File: src/rtl/c1_pkg.sv
// Shared definitions for the streaming one's-complement checksum block.
package c1_pkg;

  localparam int W_DEF  = 4;
  localparam int CW_DEF = 8;

  typedef enum logic [1:0] {
    IDLE = 2'd0,
    ACC  = 2'd1,
    DONE = 2'd2
  } c1_state_t;

endpackage

File: src/rtl/c1_add_w.sv
// W-bit one's-complement adder, end-around carry, no carry-in.
module c1_add_w #(
  parameter int W = 4
) (
  input  logic [W-1:0] a,
  input  logic [W-1:0] b,
  output logic [W-1:0] y
);

  logic [W:0] s;

  // Folding the carry back in can never carry out again.
  always_comb begin
    s = {1'b0, a} + {1'b0, b};
    y = s[W-1:0] + {{(W-1){1'b0}}, s[W]};
  end

endmodule

File: src/rtl/c1_checksum4b.sv
// Streaming one's-complement checksum accumulator.
module c1_checksum4b
  import c1_pkg::*;
#(
  parameter int W  = W_DEF,
  parameter int CW = CW_DEF
) (
  input  logic          clk,
  input  logic          rst,
  input  logic          clr,
  input  logic          in_valid,
  output logic          in_ready,
  input  logic [W-1:0]  in_data,
  input  logic          in_last,
  output logic          out_valid,
  input  logic          out_ready,
  output logic [W-1:0]  out_sum,
  output logic          out_ok,
  output logic [CW-1:0] out_len
);

  c1_state_t state, state_next;

  logic [W-1:0]  acc;
  logic [W-1:0]  acc_next;
  logic [CW-1:0] cnt;
  logic [CW-1:0] cnt_next;
  logic          accept;
  logic          release_out;

  c1_add_w #(.W(W)) u_add (
    .a (acc),
    .b (in_data),
    .y (acc_next)
  );

  assign accept      = in_valid && in_ready;
  assign release_out = out_valid && out_ready;
  assign cnt_next    = (cnt == {CW{1'b1}}) ? cnt : cnt + 1'b1;

  always_ff @(posedge clk or posedge rst) begin
    if (rst) begin
      state <= IDLE;
    end else begin
      state <= state_next;
    end
  end

  always_comb begin
    state_next = state;
    if (clr) begin
      state_next = IDLE;
    end else begin
      unique case (state)
        IDLE: if (accept) state_next = in_last ? DONE : ACC;
        ACC:  if (accept && in_last) state_next = DONE;
        DONE: if (release_out) state_next = IDLE;
        default: state_next = IDLE;
      endcase
    end
  end

  always_comb begin
    in_ready  = (state != DONE);
    out_valid = (state == DONE);
  end

  always_ff @(posedge clk or posedge rst) begin
    if (rst) begin
      acc     <= '0;
      cnt     <= '0;
      out_sum <= '0;
      out_ok  <= 1'b0;
      out_len <= '0;
    end else if (clr || release_out) begin
      acc <= '0;
      cnt <= '0;
    end else if (accept) begin
      acc <= acc_next;
      cnt <= cnt_next;
      if (in_last) begin
        out_sum <= ~acc_next;
        out_ok  <= (acc_next == {W{1'b1}});
        out_len <= cnt_next;
      end
    end
  end

endmodule

File: config.mk
export PLATFORM = sky130hd
export DESIGN_NAME = c1_checksum4b
export DESIGN_NICKNAME = d
export VERILOG_FILES = /design/src/rtl/c1_pkg.sv /design/src/rtl/c1_add_w.sv /design/src/rtl/c1_checksum4b.sv
export SDC_FILE = /design/constraint.sdc
export NUM_CORES = 1
export LEC_CHECK = 0
export ABC_AREA = 1
export CORE_MARGIN = 2
export CORE_UTILIZATION = 53
export DETAILED_ROUTE_END_ITERATION = 8
export PLACE_DENSITY = 0.79
export REMOVE_ABC_BUFFERS = 1
export SLEW_MARGIN = 20
export SYNTH_ARGS = -nofsm -noshare
export SYNTH_HDL_FRONTEND = slang
export SYNTH_SLANG_ARGS = --single-unit
File: constraint.sdc
create_clock -name clk -period 2.8 [get_ports clk]
set_clock_uncertainty 0.1 [all_clocks]
set_input_delay 0.7 -clock clk [delete_from_list [all_inputs] [get_ports clk]]
set_output_delay 0.7 -clock clk [all_outputs]
set_load 0.01 [all_outputs]
After elaboration in Yosys (flattened, before gate mapping)
Index checks and enable logic that the tools add are counted.
Word-level totals
  flip-flop bits (word level): 27
  input port bits: 10
  logic and storage cells: 38
Operators by class
  add/subtract/negate cells: 3
  equality and inequality tests: 8
  multiplexer cells: 11
  bitwise operators: 2
  reduce and logical (&&, ||, !) cells: 8
Operators with widths (number)
  $mux 8: 3
  $mux 2: 5
  $add 8x1->8 const B: 1
  $eq 8x8->1 const B: 1
  $mux 4: 2
  $ne 3x3->1 const B: 2
  $pmux 2 s3: 1
  $reduce_and 3->1: 2
  $add 4x4->5: 1
  $add 4x1->4: 1
  $eq 4x4->1 const B: 1
  $not 4->4: 1
  $logic_and 1x1->1: 3
  $ne 3x2->1 const B: 1
  $eq 2x1->1 const B: 1
  $eq 2x2->1 const B: 1
  $logic_not 2->1: 1
  $ne 2x2->1 const B: 1
  $reduce_bool 2->1: 1
  $logic_or 1x1->1: 1
  $not 1->1: 1

Logic depth before layout (Yosys ltp)
  depth in word-level cells: 6
  depth in mapped cells: 13
  gate-level depth less buffers: 13

Modules after synthesis
Synthesis repeated with hierarchy kept, for this count alone.
Unflattened totals
  cells, all modules: 205
  area, all modules: 1591.5 µm²
Modules (own cells, without submodules)
  c1_checksum4b: times used 1, cells an instance 167, area an instance 1343.8 µm²
  c1_add_w: times used 1, cells an instance 38, area an instance 247.7 µm²

Worst setup path before layout
No wires, ideal clock.
  path kind: in2reg
  start point: in in_data[0]
  end point: reg out_ok
  library setup time: 65 ps
  data arrival time: 2536 ps
  slack: 99 ps
  stages on the path: 11
  buffers on the path: 0
  cell sequence: ha_1 -> fa_1 -> nand2_1 -> a21oi_1 -> or2_2 -> ha_1 -> ha_1 -> nand3_1 -> nor2_2 -> nand3_1 -> nand2_1
On the way
  cells in the longest elaborated chain, start to end: 3
RTL lines
  from (decl): RTL line c1_checksum4b.sv:13  | input logic [W-1:0] in_data,
  $add 4x4->5: RTL line c1_add_w.sv:14  | s = {1'b0, a} + {1'b0, b};
  $add 4x1->4: RTL line c1_add_w.sv:15  | y = s[W-1:0] + {{(W-1){1'b0}}, s[W]};
  $eq 4x4->1: RTL line c1_checksum4b.sv:83  | out_ok <= (acc_next == {W{1'b1}});
  to (signal assigned): RTL line c1_checksum4b.sv:83
  to (decl): RTL line c1_checksum4b.sv:18  | output logic out_ok,
No other way between the ends.
A chain may end at the register's enable or synchronous reset.

Worst setup path after layout
Ends and elaborated chain as after synthesis.

==> key figures <==
Outcome
  • Status: complete, but fails checks
  • Failing checks: design-rule violations

Clock network
  • Worst-skew pair later-pin latency: 0.36 ns
  • Clock-pin transition on the worst setup and hold timing paths: 0.17 ns
  • H-tree depth: 1
  • Hold-fix buffers, CTS: 0
  • CTS buffer count: 3
  • Post-CTS setup buffer count: 0
  • Clk root buf: clkbuf_4
  • Num Clock Sinks: 27
  • TritonCTS clock tree: yes
  • Worst-case clock buffer depth: 2

Global routing
  • Gr busiest metal: met2
  • GR met3 Demand/Resource: 2.64%
  • Initial antenna violation count: 0
  • Met1 usage: between 20% and 30%
  • Overall Global Routing Usage: between 20% and 30%
  • M2 GR Usage: 39.5%
  • First-pass GRT wire length: 5870 um
  • Largest net degree at the start of global routing: 28
  • Total global routing overflow: 0
  • Vias in the first global route: ~1,400

Die
  • Die footprint: 3430 sq um
  • CORE AREA: 2810 sq um
  • Row cnt: 19
  • Die height: 58.6 um
  • Io pins: 25
  • Starting Density: 56.3%
  • Die extent in x: slightly below 60 um

Place
  • Pre-CTS setup slack: -0.426 ns
  • Dpl hpwl: 2530 um
  • Post-Place Cells: 254
  • Final GP Congestion: about 0.77
  • PortBufs: 24

STA
  • Relative slew margins: 77.3%
  • Hold_ws: 0.397 ns
  • Peak Freq: about 370 MHz
  • Final setup viols: 0
  • Total Neg Setup Slack: 0 ns
  • Fin worst setup slack: 0.0855 ns
  • Worst slew pin tran: 0.340 ns
  • Final hold violation count: 0
  • Tmin final: 2.71 ns
  • Max Slew Vio Count: 0
  • Period utilization: 96.9%

Layout
  • Fin util: 69.0%
  • Fin cells: 258
  • P&R area growth vs syn: 22.6%
  • Most frequent cells in the layout: nand2_1 (69), dfrtp_1 (27), clkdlybuf4s50_1 (24)
  • Layout cells sized above 1: between 15 and 20%
  • Commonest non-fill, non-tap cell in the layout: nand2_1
  • Final net count: 246
  • Fillers: ~240
  • Ant diodes: 0

Setup path
  • FF-to-FF path depth: 11
  • Reg2reg end: out_ok
  • Req. time, crit path: between 2 and 3 ns
  • Origin of the critical flop-to-flop path: acc[0]
  • Startpoint Class: primary input
  • Crit. End Element: flop
  • Flop-to-flop setup slack: ~0.46 ns
  • Crit Path Class: primary input to flop
  • Worst-path maximum fanout: 2
  • Arr. time, crit path: 2.91 ns

Detailed routing
  • DRT Pass-1 Iters: 6
  • Avg Vias per Cell: around 5.2
  • Final WL: 3350 um
  • DRC: 3
  • Via count: 1,347
  • Routed length per instance: 13.0 um
  • Initial DRC count: 67
  • DRT antenna net count: 0

Run
  • Max cap viols: 0

Synth
  • Synth top area share: 42.8%
  • Yosys cell types: 31
  • Seq/Total Area, Yosys: 42.8%
  • Cell area after synthesis: 1580 sq um
  • Synthesis Warnings: 0
  • Post-synthesis cell count: 196
  • Syn_area_per_cell: 8.06 sq um
  • Post-synthesis register bit count: 27
  • Top cells by area, synth: dfrtp_1 (43%), nand2_1 (17%), ha_1 (5.5%), inv_1 (5.0%), nand3_1 (4.8%)
  • Yosys top cell by area: dfrtp_1

Power
  • P_leak: 0.000972 uW
  • Worst vdd ir: between 300 and 400 uV
  • Power per cell area: 631 nW/um^2

Hold path
  • Hold worst-path end: out_len[2]
  • Worst hold-check path type: flop to flop
  • Hold depth: 2
  • Hold path startpoint: out_len[2]
==> power by group <==
part           switching, uW  total, uW  internal [uW]
logic                    263        512            249
clock network            134        189           55.0
registers               53.4        520            467
total                    450       1220            771
==> synthesized netlist by cell type (all sizes together) <==
| cell type | number |
|---|---|
| o21ai | 13 |
| a31oi | 2 |
| nand4 | 2 |
| dfrtp | 27 |
| nand3b | 2 |
| clkinv | 1 |
| a21oi | 1 |
| or2 | 1 |
| nand2 | 75 |
| xnor2 | 1 |
| nor2 | 14 |
| nand3 | 18 |
| ha | 7 |
| buf | 2 |
| o21a | 1 |
| a22o | 1 |
| xor2 | 2 |
| inv | 24 |
| o22ai | 1 |
| fa | 1 |
==> sequential cells by signal, indices dropped and copies added (netlist names) <==
signal / flops
cnt: 8
acc: 4
state: 2
out_len: 8
out_sum: 4
out_ok: 1
==> how the worst max path moves through the flow <==
stage	startpoint	to	slack, ns
after floorplan	in_data[0]	out_ok	0.1
after global placement	in_data[0]	out_ok	-0.28
after detailed placement	in_data[0]	out_ok	-0.43
after CTS	in_data[0]	out_ok	0.04
after global routing	in_data[0]	out_ok	-0.0008
final	in_data[0]	out_ok	0.09
==> critical path, cell delays in order <==
cell and delay, ns:
clkdlybuf4s50_1 0.41, ha_2 0.20, fa_2 0.34, nand2_1 0.10, a21oi_1 0.07, or2_2 0.28, ha_2 0.21, ha_4 0.27
nand3_2 0.08, nor2_2 0.11, nand3_1 0.07, nand2_1 0.06
==> per-stage QoR <==
step	total power, uW	cell area [sq um]
6_report	1220	1940
3_3_place_gp	991	1870
4_1_cts	1220	1930
3_5_place_dp	1010	1870
2_1_floorplan	793	1560
5_1_grt	1300	1940
==> layout make-up <==
class | count | area, sq um | area share, %
tap | 31 | 38.8 | 2.00
timing repair buffer | 29 | 278 | 14.4
inverter | 25 | 96.3 | 4.98
clock inverter | 1 | 7.51 | 0.388
multi-input combinational | 142 | 817 | 42.2
clock buffer | 3 | 22.5 | 1.16
sequential | 27 | 676 | 34.9
==> what timing repair did <==
item                                    CTS  global route
endpoints found under the setup margin    5             3
pin swaps                                 0             0
gates resized for setup                   5             2
==> logic make-up after synthesis <==
family                     synth area share, %
AOI/OAI and AO/OA                         6.89
xor gates and xnor gates                  1.66
adders and majority gates                 6.81
buffers and inverters                     7.53
DFF                                       42.8
and+or+nand+nor                           34.3
==> metal layers <==
layer | part of all wire, % | up-vias
met5 | 0 | -
met4 | 2.1 | 0
met3 | 4.1 | 7
met2 | 51 | 39
met1 | 42 | 613
li1 | - | 688
Power figures use the tool's default switching activity.
